--- config.mk ---
export PLATFORM = sky130hd
export DESIGN_NAME = universal_shift_register
export DESIGN_NICKNAME = d
export VERILOG_FILES = /design/src/rtl/shift_reg_pkg.sv /design/src/rtl/sat_counter.sv /design/src/rtl/universal_shift_register.sv
export SDC_FILE = /design/constraint.sdc
export NUM_CORES = 1
export LEC_CHECK = 0
export BUFFER_PORTS_ARGS = -buffer_cell sky130_fd_sc_hd__buf_4
export CAP_MARGIN = 0
export CORE_MARGIN = 3
export CORE_UTILIZATION = 45
export CTS_BUF_LIST = sky130_fd_sc_hd__clkbuf_2
export DETAILED_ROUTE_END_ITERATION = 12
export PLACE_DENSITY_LB_ADDON = 0.2
export SYNTH_ARGS = -nofsm -noshare
export SYNTH_HDL_FRONTEND = slang
export SYNTH_SLANG_ARGS = --single-unit
--- constraint.sdc ---
create_clock -name clk -period 2.3 [get_ports clk]
set_input_delay 0.115 -clock clk [delete_from_list [all_inputs] [get_ports clk]]
set_output_delay 0.115 -clock clk [all_outputs]
set_load 0.05 [all_outputs]
--- src/rtl/shift_reg_pkg.sv ---
// Shared definitions for the shift-register family.
// Contents:
//   shift_mode_e : operation select (hold, shift-left, shift-right, load)
//   sat_next     : next value of a counter that saturates at a limit
package shift_reg_pkg;

  typedef enum logic [1:0] {
    MODE_HOLD = 2'b00,
    MODE_SHL  = 2'b01,
    MODE_SHR  = 2'b10,
    MODE_LOAD = 2'b11
  } shift_mode_e;

  // Next value of a counter that saturates at lim.
  // The count is handled as a 32-bit int so that one function serves every counter width.
  function automatic int sat_next(input int cur, input int lim);
    return (cur >= lim) ? lim : cur + 1;
  endfunction

endpackage

--- src/rtl/sat_counter.sv ---
// Saturating up-counter with synchronous clear.
// Ports:
//   clk    : rising-edge clock
//   reset  : asynchronous active-high reset, forces cnt to 0
//   clr    : synchronous clear, has priority over inc
//   inc    : count up by one, stops at MAX
//   cnt    : current count (registered)
//   at_max : high while cnt == MAX (decode of registered state)
module sat_counter
  import shift_reg_pkg::*;
#(
  parameter int MAX   = 8,
  parameter int CNT_W = $clog2(MAX + 1)
) (
  input  logic             clk,
  input  logic             reset,
  input  logic             clr,
  input  logic             inc,
  output logic [CNT_W-1:0] cnt,
  output logic             at_max
);

  localparam logic [CNT_W-1:0] MAX_C = CNT_W'(MAX);

  logic [CNT_W-1:0] cnt_q;
  logic [CNT_W-1:0] cnt_d;

  always_comb begin
    cnt_d = cnt_q;
    if (clr) begin
      cnt_d = '0;
    end else if (inc) begin
      cnt_d = CNT_W'(sat_next(int'(cnt_q), MAX));
    end
  end

  always_ff @(posedge clk or posedge reset) begin
    if (reset) begin
      cnt_q <= '0;
    end else begin
      cnt_q <= cnt_d;
    end
  end

  assign cnt    = cnt_q;
  assign at_max = (cnt_q == MAX_C);

endmodule

--- src/rtl/universal_shift_register.sv ---
// Universal shift register: hold, shift-left, shift-right and parallel load,
// with a saturating count of the shifts made since the last load or reset.
// Ports:
//   clk       : rising-edge clock
//   reset     : asynchronous active-high reset (q, shift_cnt and done go to 0)
//   en        : clock enable; when low, everything holds and mode is ignored
//   mode      : 00 hold, 01 shift-left, 10 shift-right, 11 parallel load
//   sin_l     : serial input, enters bit 0 on a shift-left
//   sin_r     : serial input, enters bit WIDTH-1 on a shift-right
//   pdata     : parallel load data
//   q         : register contents
//   sout_l    : q[WIDTH-1]
//   sout_r    : q[0]
//   shift_cnt : number of shifts since the last load or reset, saturating at WIDTH
//   done      : high when shift_cnt == WIDTH
module universal_shift_register
  import shift_reg_pkg::*;
#(
  parameter int WIDTH = 8,
  localparam int CNT_W = $clog2(WIDTH + 1)
) (
  input  logic             clk,
  input  logic             reset,
  input  logic             en,
  input  logic [1:0]       mode,
  input  logic             sin_l,
  input  logic             sin_r,
  input  logic [WIDTH-1:0] pdata,
  output logic [WIDTH-1:0] q,
  output logic             sout_l,
  output logic             sout_r,
  output logic [CNT_W-1:0] shift_cnt,
  output logic             done
);

  if (WIDTH < 2) begin : g_width_check
    $error("universal_shift_register: WIDTH must be at least 2");
  end

  shift_mode_e      mode_e;
  logic [WIDTH-1:0] q_q;
  logic [WIDTH-1:0] q_d;
  logic             cnt_clr;
  logic             cnt_inc;

  assign mode_e = shift_mode_e'(mode);

  always_comb begin
    q_d = q_q;
    if (en) begin
      case (mode_e)
        MODE_SHL:  q_d = {q_q[WIDTH-2:0], sin_l};
        MODE_SHR:  q_d = {sin_r, q_q[WIDTH-1:1]};
        MODE_LOAD: q_d = pdata;
        default:   q_d = q_q;
      endcase
    end
  end

  always_ff @(posedge clk or posedge reset) begin
    if (reset) begin
      q_q <= '0;
    end else begin
      q_q <= q_d;
    end
  end

  // The shift count does not care about direction: both shift modes increment it.
  assign cnt_clr = en && (mode_e == MODE_LOAD);
  assign cnt_inc = en && ((mode_e == MODE_SHL) || (mode_e == MODE_SHR));

  sat_counter #(
    .MAX  (WIDTH),
    .CNT_W(CNT_W)
  ) u_sat_counter (
    .clk   (clk),
    .reset (reset),
    .clr   (cnt_clr),
    .inc   (cnt_inc),
    .cnt   (shift_cnt),
    .at_max(done)
  );

  assign q      = q_q;
  assign sout_l = q_q[WIDTH-1];
  assign sout_r = q_q[0];

endmodule

Word-level counts from Yosys, hierarchy flattened

Index checks and enable logic that the tools add are counted.

Memories: 0
Memory bits (writable): 0
Input port bits: 15
Register bits: 12
Word-level logic and storage cells: 18
Bits in latches: 0
Output and inout bits: 15
ROM bits: 0

Multiply operators: 0
Add/sub/neg operators: 1
Shift-type cells: 0
Reduce and logical (&&, ||, !) cells: 6
Equal/unequal tests: 4
Div/mod/pow operators: 0
Bitwise operators: 0
Mux-type cells: 4
Order comparisons: 1

Operator list:

| operator              | number |
|---|---|
| $pmux W8 S3           | 1 |
| $mux W4               | 3 |
| $add A4 B1 Y4 const B | 1 |
| $eq A2 B2 Y1 const B  | 2 |
| $eq A4 B4 Y1 const B  | 1 |
| $ge A4 B4 Y1 const B  | 1 |
| $reduce_bool A3 Y1    | 1 |
| $eq A2 B1 Y1 const B  | 1 |
| $logic_and A1 B1 Y1   | 2 |
| $reduce_and A2 Y1     | 1 |
| $reduce_bool A2 Y1    | 1 |
| $logic_or A1 B1 Y1    | 1 |

Logic depth before layout (Yosys ltp)

Depth in word-level cells: 5
Depth in mapped cells: 6
Mapped depth without buffers: 5

Cells and area by module

Synthesis repeated with hierarchy kept, for this count alone.

Cell total of the unflattened synthesis: 78
Area, all modules: 749.5 um2

Modules (own cells, without submodules):

| module                   | sequential area each (um2) | cells each | times used | area an instance (um2) |
|---|---|---|---|---|
| universal_shift_register | 200.2                      | 55         | 1          | 526.8 |
| sat_counter              | 100.1                      | 23         | 1          | 222.7 |

Worst setup path after synthesis

OpenSTA, ideal clock, no wires.

Path type: register to output
From: register u_sat_counter.cnt_q[0] (netlist: u_sat_counter.cnt[0])
To: output port done
Cell stages (with the launch flop): 4
Arrival time: 1305 ps
Buffers on the path: 0
Path slack: 880 ps
Cells stage by stage: dfrtp_1 > inv_1 > ha_1 > and3_1

Cells in the longest elaborated chain, start to end: 1

Ends and longest elaborated chain:

| item                     | line                           | RTL |
|---|---|---|
| start: declaration       | sat_counter.sv:25              | `logic [CNT_W-1:0] cnt_q;` |
| start signal: assignment | sat_counter.sv:41              | `cnt_q <= cnt_d;` |
| $eq A4 B4 Y1             | sat_counter.sv:46              | `assign at_max = (cnt_q == MAX_C);` |
| end: declaration         | universal_shift_register.sv:33 | `output logic done` |

Every way passes these cells.

Worst setup path after layout

Ends and elaborated chain as after synthesis.

==> metrics <==
Yosys cell types 23; Port Buffer Count 29; CP delay by family, top flip-flops; via count 639; cell area after layout 943 µm²; CP Data Required Time 2180 ps; worst vdd ir 0.611 mV; Hold WS 66.3 ps; clock slew at reported path FFs 110 ps; crit-path cells inv_1 > ha_1 > and3_1 > buf_4; YS warnings 0; mux contribution to synthesized area 0.0158; IO Pins 30; Hold Buf Count CTS 1; final hold violation count 0; max_cap viols 0; largest net degree at the start of global routing 17; Final Max Tran Viols 0; GRT Residual Overflow 0; Hold WC Path Type input pin to flop; Worst R2R Setup Slack 1220 ps; CTS Root Buffer Type clkbuf_2; nets 125; share of the synthesized area in the top cell type 0.420; hold worst-path end u_sat_counter.cnt[3]; Finish-stage setup viols 0; Slew @ Worst Pin 503 ps; Via density 5.37; Net Count, Synth 95; # Post-CTS Setup Buffers 0; initial antenna violation count 0; Adder-Cell Fraction of Synth Area 0.0876; Setup TNS 0 ps; layout overhead on the synthesized area 32.0%; kind of critical path flop to primary output; Worst Path Arrival 1320 ps; WL/cell 13.9 µm; Slew headroom 0.665; FP Rows 13; PD cells 955 mW/mm²; share of layout cells above drive strength 1 0.365; status finished clean; core area 0.00140 mm²; Synth Instances 75; Initial Util 0.511; CTS Buf Count 3; sequential area share after synthesis 0.420; Tmin final 1430 ps; leakage power figure 0.487 nW; skew final 10.1 ps; Slowest cell on crit path dfrtp_1; Compound-Gate Fraction of Synth Area 0.282; xor/xnor cell area share of the yosys netlist 0; DP HPWL 1290 µm; Synth Cell Area 714 µm²; worst reg2reg startpoint u_sat_counter.cnt[0]; RSZ-0062 raised after global routing no; FF-to-FF path depth 3; Placement Cell Area 915 µm²; hold depth 2; Antenna Cells 0; Worst Min Path Start en; period utilization 0.622; main combinational cell family by area after synthesis compound AO/OA/AOI/OAI gates; CTS tree yes; max frequency 699 MHz; Synth Area in Simple Gates 0.112; GRT Overall Usage 0.175; mean post-synth cell area 9.53 µm²; Placer Congestion 0.800; Die Ht 45.8 µm; post-CTS sizing 0; startpoint types flop; clock buffer depth 2; CTS HTree Levels 1; Yosys reg bits 12; CP bufs+invs 2; first-pass GRT wire length 2570 µm; antenna-violating nets left 0; vias in the first global route 610; post-synth top area cell dfrtp_1; DRC 0; Die Wd 45.8 µm; synth top area cells dfrtp_1, ha_1, a22o_1; Worst-Skew Late Latency 270 ps; endpoint type of the worst setup path primary output; worst r2r dst u_sat_counter.cnt[1]; drt pass-1 iters 4; 1st-iter DRT viols 6; Crit Path Max Fanout 4; final WL 1660 µm; clk sinks 12; Die Footprint 0.00210 mm²; CP max stage delay 410 ps
-- worst register-to-register path: cells and delay by family (launching register included) --
kind                     cells  cell delay [ps]
flip-flops                   1              410
AO/OA/AOI/OAI                1              200
buffers and inverters        1               80
adder cells (fa/ha/maj)      1              290
-- registers in the layout, indices dropped and copies added, names as in the netlist --
name and cells:
q 8, u_sat_counter.cnt 4
-- layer usage --
| layer | part of all wire | up-vias | GRT usage |
|---|---|---|---|
| met5 | 0 | - | 0 |
| li1 | - | 321 | - |
| met4 | 0.0036 | 0 | 0.0398 |
| met2 | 0.48 | 19 | 0.280 |
| met1 | 0.44 | 297 | 0.219 |
| met3 | 0.070 | 2 | 0.0711 |
-- per-stage QoR --
stage	setup WS, ps	std cells	util	total power, W
5_1_grt	775	119	0.674	0.000960
3_5_place_dp	1040	114	0.654	0.000796
4_1_cts	863	119	0.674	0.000908
6_report	869	119	0.674	0.000901
2_1_floorplan	880	75	-	0.000652
3_3_place_gp	1060	114	0.654	0.000787
-- cells in the final DEF (no fill, tap or decap), drive strengths merged, types with 2 or more instances in the layout --
| master | count |
|---|---|
| buf | 29 |
| dfrtp | 12 |
| o21ai | 10 |
| a21oi | 9 |
| a22o | 9 |
| nand2 | 8 |
| inv | 6 |
| ha | 5 |
| clkbuf | 3 |
| and3 | 2 |
| nand2b | 2 |
| nor2 | 2 |
-- final cells by class --
class / count / area, µm²
Timing Repair Buffer: 30 / 228
Inverter: 6 / 22.5
Clock inverter: 1 / 3.75
Sequential cell: 12 / 300
Tap cell: 15 / 18.8
Multi-Input combinational cell: 52 / 355
Fill cell: 113 / 455
Clock buffer: 3 / 15.0
-- worst max path at each step --
stage | cells after the start | to | start | slack (ps)
floorplan | 3 | done | u_sat_counter.cnt[0] | 880
global placement | 5 | q[3] | mode[0] | 1060
detailed placement | 5 | q[3] | mode[0] | 1040
CTS | 4 | done | u_sat_counter.cnt[0] | 860
global route | 4 | done | u_sat_counter.cnt[0] | 780
finish | 4 | done | u_sat_counter.cnt[0] | 870
-- cells in the mapped netlist --
library cell,number
o21ai_0,1
buf_2,2
nor2_4,1
a21oi_1,9
dfrtp_1,12
nand3b_1,1
nand2b_1,1
a2bb2oi_1,1
buf_4,2
o22ai_1,1
and3_1,2
inv_1,6
mux2_2,1
a22o_1,7
ha_1,5
o21ai_1,8
nor2_1,1
a22o_2,2
a31oi_1,1
nand2b_2,1
o21ai_2,1
nand2_1,8
buf_6,1
-- logic make-up after synthesis --
group | Yosys count
buffers and inverters | 11
AOI/OAI and AO/OA | 31
muxes | 1
adders and majority gates | 5
and+or+nand+nor | 15
DFF | 12
-- power by group --
part / internal [W] / switching [W]
sequential: 0.000261 / 0.0000584
combinational: 0.000160 / 0.000311
clock: 0.0000378 / 0.0000725
No activity file was read; power rests on OpenSTA's default activity.
